### config.mk
export PLATFORM = sky130hd
export DESIGN_NAME = onehot_state_reg
export DESIGN_NICKNAME = d
export VERILOG_FILES = /design/src/rtl/onehot_state_reg.sv
export SDC_FILE = /design/constraint.sdc
export NUM_CORES = 1
export LEC_CHECK = 0
export CAP_MARGIN = 5
export CORE_MARGIN = 1
export CORE_UTILIZATION = 30
export CTS_BUF_LIST = sky130_fd_sc_hd__clkbuf_8
export CTS_CLUSTER_DIAMETER = 150
export DETAILED_ROUTE_END_ITERATION = 10
export DONT_BUFFER_PORTS = 1
export PLACE_DENSITY_LB_ADDON = 0.1
export SLEW_MARGIN = 20
export SYNTH_ARGS = -nofsm -noshare
export SYNTH_HDL_FRONTEND = slang
export SYNTH_SLANG_ARGS = --single-unit
### constraint.sdc
create_clock -name clk -period 2 [get_ports clk]
set_input_delay 0.2 -clock clk [delete_from_list [all_inputs] [get_ports clk]]
set_output_delay 0.2 -clock clk [all_outputs]
set_load 0.05 [all_outputs]
### src/rtl/onehot_state_reg.sv
`timescale 1ns/1ps
// onehot_state_reg
// One-hot micro-state register for the M machine control unit. Loads the
// next-state vector on en, returns to the fetch state on flush or reset,
// rejects non-one-hot vectors by recovering to the fetch state, and keeps a
// registered binary index, an entry pulse and a saturating dwell counter.
module onehot_state_reg #(
   parameter int N_STATES  = 13,
   parameter int RESET_IDX = 0,
   parameter int CNT_W     = 8,
   localparam int IDX_W    = $clog2(N_STATES)
) (
   input  logic                clk,
   input  logic                preset,
   input  logic                en,
   input  logic                flush,
   input  logic                clr_err,
   input  logic [N_STATES-1:0] d,
   output logic [N_STATES-1:0] q,
   output logic [IDX_W-1:0]    state_idx,
   output logic                entered,
   output logic [CNT_W-1:0]    dwell,
   output logic                fault,
   output logic                illegal
);

   localparam logic [N_STATES-1:0] RESET_VEC = N_STATES'(1) << RESET_IDX;
   localparam logic [IDX_W-1:0]    RESET_BIN = IDX_W'(RESET_IDX);
   localparam logic [CNT_W-1:0]    DWELL_MAX = '1;

   logic             d_legal;
   logic [IDX_W-1:0] d_idx;
   logic             recover;
   logic [CNT_W-1:0] dwell_inc;

   // Legality of d (exactly one bit set) and its binary index; the index is
   // only consumed when d is legal, so OR-ing indices of set bits is enough.
   always_comb begin
      d_legal = (d != '0) && ((d & (d - N_STATES'(1))) == '0);
      d_idx   = '0;
      for (int i = 0; i < N_STATES; i++) begin
         if (d[i]) d_idx = d_idx | IDX_W'(i);
      end
   end

   // Recovery case and saturating dwell increment.
   always_comb begin
      recover   = ~flush & en & ~d_legal;
      dwell_inc = (dwell == DWELL_MAX) ? dwell : dwell + CNT_W'(1);
   end

   // State register with flush > legal load > recovery > hold priority.
   always_ff @(posedge clk or posedge preset) begin
      if (preset) begin
         q         <= RESET_VEC;
         state_idx <= RESET_BIN;
         entered   <= 1'b0;
         dwell     <= '0;
         fault     <= 1'b0;
      end else begin
         entered <= 1'b0;
         fault   <= 1'b0;
         if (flush) begin
            q         <= RESET_VEC;
            state_idx <= RESET_BIN;
            entered   <= 1'b1;
            dwell     <= '0;
         end else if (en && d_legal) begin
            q         <= d;
            state_idx <= d_idx;
            if (d != q) begin
               entered <= 1'b1;
               dwell   <= '0;
            end else begin
               dwell <= dwell_inc;
            end
         end else if (en) begin
            q         <= RESET_VEC;
            state_idx <= RESET_BIN;
            entered   <= 1'b1;
            dwell     <= '0;
            fault     <= 1'b1;
         end else begin
            dwell <= dwell_inc;
         end
      end
   end

   // Sticky illegal flag; a rejection on the same edge beats clr_err.
   always_ff @(posedge clk or posedge preset) begin
      if (preset) begin
         illegal <= 1'b0;
      end else if (recover) begin
         illegal <= 1'b1;
      end else if (clr_err) begin
         illegal <= 1'b0;
      end
   end

endmodule

==> metrics.txt <==
# TYPE chip_impl_metric gauge
chip_impl_metric{name="cap_viol_max_count",unit=""} 0
chip_impl_metric{name="violation_count_after_the_first_detailed_route_iteration",unit=""} 70
chip_impl_metric{name="power_per_unit_of_standard_cell_area",unit="mW/mm^2"} 556
chip_impl_metric{name="maximum_number_of_pins_on_one_net_before_global_route_repair",unit=""} 29
chip_impl_metric{name="die_w",unit="um"} 72.8
chip_impl_metric{name="regArea",unit="um^2"} 702
chip_impl_metric{name="area_of_the_core",unit="mm^2"} 0.00479
chip_impl_metric{name="first_global_vias",unit=""} 1283
chip_impl_metric{name="grt_pass1_wl",unit="um"} 6520
chip_impl_info{name="timing.critical_path.to_type",value="flip-flop"} 1
chip_impl_metric{name="dieHeight",unit="um"} 72.8
chip_impl_metric{name="finalCritPeriodShare",unit="%"} 96.0
chip_impl_info{name="critical_path.slowest_cell",value="sky130_fd_sc_hd__or4_4"} 1
chip_impl_metric{name="vdd_ir_drop_max",unit="mV"} 0.251
chip_impl_info{name="cts_tree",value="done"} 1
chip_impl_metric{name="postSynth.asyncResetShare",unit="%"} 100
chip_impl_metric{name="floorplan.initialDensity",unit="%"} 31.4
chip_impl_metric{name="timing_worst_slew_pin_value",unit="ns"} 1.11
chip_impl_info{name="worst_r2r_startpoint",value="q[1]"} 1
chip_impl_info{name="startpoint_type",value="primary input"} 1
chip_impl_metric{name="critical_path.max_fanout",unit=""} 7
chip_impl_metric{name="slew_headroom",unit="%"} 25.7
chip_impl_metric{name="place_worst_setup_slack",unit="ns"} -0.224
chip_impl_metric{name="ys_types",unit=""} 41
chip_impl_info{name="run_status",value="completed"} 1
chip_impl_metric{name="num-nets-final",unit=""} 195
chip_impl_metric{name="antenna_found_initial",unit=""} 0
chip_impl_metric{name="ant_nets",unit=""} 0
chip_impl_metric{name="slew_violations",unit=""} 0
chip_impl_info{name="mostFrequentLayoutCell",value="sky130_fd_sc_hd__buf_4"} 1
chip_impl_metric{name="report.final.setup_viol",unit=""} 0
chip_impl_metric{name="clk_latency",unit="ns"} 0.28
chip_impl_metric{name="buffer_ports.inserted",unit=""} 0
chip_impl_metric{name="min_path_cells",unit=""} 1
chip_impl_metric{name="grt-ovfl-total",unit=""} 0
chip_impl_metric{name="routed_wirelength",unit="um"} 4090
chip_impl_info{name="crit_type",value="in -> reg"} 1
chip_impl_info{name="worstPathCellList",value="or4_4 -> or4_4 -> o32a_1 -> buf_4 -> nor3_4 -> buf_4 -> a22o_1"} 1
chip_impl_metric{name="timing.critical_path.arrival",unit="ns"} 2.15
chip_impl_info{name="timing.critical_path.to",value="q[8]"} 1
chip_impl_metric{name="postSynthNetCount",unit=""} 164
chip_impl_metric{name="period_minus_slack",unit="ns"} 1.92
chip_impl_metric{name="clk_path_buf_depth",unit=""} 2
chip_impl_metric{name="detailedRoute.firstPassIterationCount",unit=""} 4
chip_impl_metric{name="drc",unit=""} 0
chip_impl_metric{name="multi_input_comb_area",unit="um^2"} 778
chip_impl_metric{name="io_pins",unit=""} 46
chip_impl_metric{name="dp_hpwl",unit="um"} 3070
chip_impl_metric{name="place_inst",unit=""} 236
chip_impl_info{name="final_cell_mix",value="sky130_fd_sc_hd__buf_4 (31), sky130_fd_sc_hd__dfrtp_1 (27), sky130_fd_sc_hd__xor2_1 (16)"} 1
chip_impl_metric{name="critPathRequiredTime",unit="ns"} 2.23
chip_impl_metric{name="std_cell_rows",unit=""} 25
chip_impl_metric{name="antenna-diode-count",unit=""} 0
chip_impl_metric{name="finalClockSkew",unit="ns"} 0.00509
chip_impl_metric{name="num-fill-cells",unit=""} 504
chip_impl_metric{name="syn_to_final_growth",unit="%"} 25.2
chip_impl_metric{name="number_of_cells_produced_by_synthesis",unit=""} 145
chip_impl_metric{name="clock_tree.htree_level_count",unit=""} 1
chip_impl_info{name="cts.root.buffer_cell",value="sky130_fd_sc_hd__clkbuf_8"} 1
chip_impl_metric{name="cts.reportedPaths.clkPinSlew",unit="ns"} 0.10
chip_impl_metric{name="layoutNonFillerInstCount",unit=""} 242
chip_impl_info{name="worst_setup_path_startpoint",value="d[3]"} 1
chip_impl_metric{name="yosys_warnings",unit=""} 0
chip_impl_metric{name="place.gp.congestion",unit=""} 0.814
chip_impl_metric{name="die_area",unit="mm^2"} 0.00530
chip_impl_metric{name="syn-cell-area",unit="mm^2"} 0.00150
chip_impl_metric{name="timing.critical_path.slowest_cell_delay",unit="ns"} 0.52
chip_impl_metric{name="tritoncts_sink_count",unit=""} 28
chip_impl_info{name="hold_crit_class",value="in -> reg"} 1
chip_impl_metric{name="reg2regPathDepth",unit=""} 5
chip_impl_metric{name="postCtsSetupBuffers",unit=""} 0
chip_impl_info{name="rsz0062_at_grt",value="no"} 1
chip_impl_info{name="synth_ff_type",value="sky130_fd_sc_hd__dfrtp_1"} 1
chip_impl_metric{name="synthesis.area_per_instance",unit="um^2"} 10.4
chip_impl_metric{name="pwr_total",unit="mW"} 1.05
chip_impl_metric{name="number_of_enable_flip_flop_cells_after_synthesis",unit=""} 0
chip_impl_metric{name="final_core_utilization",unit="%"} 39.3
chip_impl_metric{name="hold_ws",unit="ns"} 0.0182
chip_impl_metric{name="final_layout_size_suffix_gt1_share",unit="%"} 25.1
chip_impl_metric{name="dr_total_vias",unit=""} 1287
chip_impl_metric{name="clock.fmax",unit="GHz"} 0.521
chip_impl_metric{name="detail_route.wl_per_cell",unit="um"} 16.9
chip_impl_metric{name="grt_util_all_layers",unit="%"} 16.4
chip_impl_info{name="r2r_path_end",value="dwell[1]"} 1
chip_impl_metric{name="numCtsBuffers",unit=""} 3
chip_impl_metric{name="timing_hold_violations_final",unit=""} 0
chip_impl_metric{name="synth_seq_cells",unit=""} 28
chip_impl_metric{name="vias_per_cell",unit=""} 5.32
chip_impl_metric{name="synth-seq-area-share",unit="%"} 46.7
chip_impl_metric{name="power.static_leakage",unit="nW"} 0.865
chip_impl_metric{name="worst-r2r-setup-slack",unit="ns"} 0.14
chip_impl_metric{name="timing.final.ws_setup",unit="ns"} 0.0793
## critical path: cells and delay by family
| family | cells | cell delay, ns |
|---|---|---|
| buffers and inverters | 2 | 0.35 |
| AND/OR/NAND/NOR | 3 | 1.25 |
| AO/OA/AOI/OAI | 2 | 0.34 |
## cells by family after synthesis
logic type	after synthesis	share of synthesized area, %
flops	28	46.7
xor+xnor	17	9.90
mux	2	1.33
simple gates	54	20.1
fa+ha+maj	1	0.832
buf+inv	10	3.08
compound gates	33	18.1
## where the power goes
group | switching (mW) | leakage [nW] | internal, mW
Clock | 0.190 | 0.0288 | 0.177
Combinational | 0.0553 | 0.456 | 0.0372
Sequential | 0.0174 | 0.380 | 0.571
## final cells by class
| type | count | share of cell area (%) |
|---|---|---|
| multi-input combinational | 107 | 41.3 |
| sequential | 28 | 37.3 |
| timing repair buffer | 33 | 13.4 |
| tap | 67 | 4.45 |
| clock buffer | 4 | 2.92 |
| inverter | 3 | 0.598 |
## flip-flops by register name, indices dropped and copies added, names as in the netlist
| name | cells |
|---|---|
| illegal | 1 |
| state_idx | 4 |
| q | 13 |
| entered | 1 |
| fault | 1 |
| dwell | 8 |
## worst min path at each step
stage | slack (ns) | endpoint | startpoint
3_3_place_gp | 0.18 | q[9] | preset
4_1_cts | 0.01 | illegal | clr_err
3_5_place_dp | 0.19 | q[1] | preset
6_report | 0.02 | illegal | clr_err
5_1_grt | 0.01 | illegal | clr_err
2_1_floorplan | 0.26 | dwell[0] | preset
## cells in the mapped netlist, types with 2 or more instances
master,number,share of area [%]
sky130_fd_sc_hd__dfrtp_1,27,45
sky130_fd_sc_hd__and3_1,4,1.7
sky130_fd_sc_hd__a211o_1,2,1.2
sky130_fd_sc_hd__a32o_1,4,2.7
sky130_fd_sc_hd__o21ai_0,2,0.67
sky130_fd_sc_hd__nor2b_1,2,0.83
sky130_fd_sc_hd__clkbuf_1,5,1.2
sky130_fd_sc_hd__nor2_1,15,3.7
sky130_fd_sc_hd__a22o_1,12,7.0
sky130_fd_sc_hd__mux2i_1,2,1.3
sky130_fd_sc_hd__or3_1,2,0.83
sky130_fd_sc_hd__nand2_1,6,1.5
sky130_fd_sc_hd__xor2_1,16,9.3
sky130_fd_sc_hd__or2_2,2,0.83
sky130_fd_sc_hd__or4_1,3,1.5
sky130_fd_sc_hd__nand4_1,3,1.2
sky130_fd_sc_hd__a21oi_1,2,0.67
sky130_fd_sc_hd__nor4_1,5,2.1
sky130_fd_sc_hd__nand3_1,3,1.0
sky130_fd_sc_hd__inv_1,3,0.75
sky130_fd_sc_hd__nor3_1,4,1.3
sky130_fd_sc_hd__o22ai_1,2,0.83
## through the flow
stage	area [um^2]	setup TNS, ns
after floorplan	1510	-0.559
after global placement	1790	-4.24
after detailed placement	1790	-4.02
after CTS	1870	0
after global routing	1880	0
final	1880	0
## routing by layer
metal / up-vias / GRT usage, % / wire length (um)
met5: - / 0 / 0
met4: 0 / 6.75 / 63
met3: 7 / 3.73 / 287
met2: 48 / 24.7 / 1850
met1: 630 / 22.8 / 1890
li1: 602 / - / -
## timing repair
item / in CTS / in global routing
hold buffers: 2 / 0
endpoints found under the hold margin: 28 / 0
setup endpoints to repair: 2 / 17
pin swaps: 0 / 3
gates resized for setup: 1 / 2
Power figures use the tool's default switching activity.
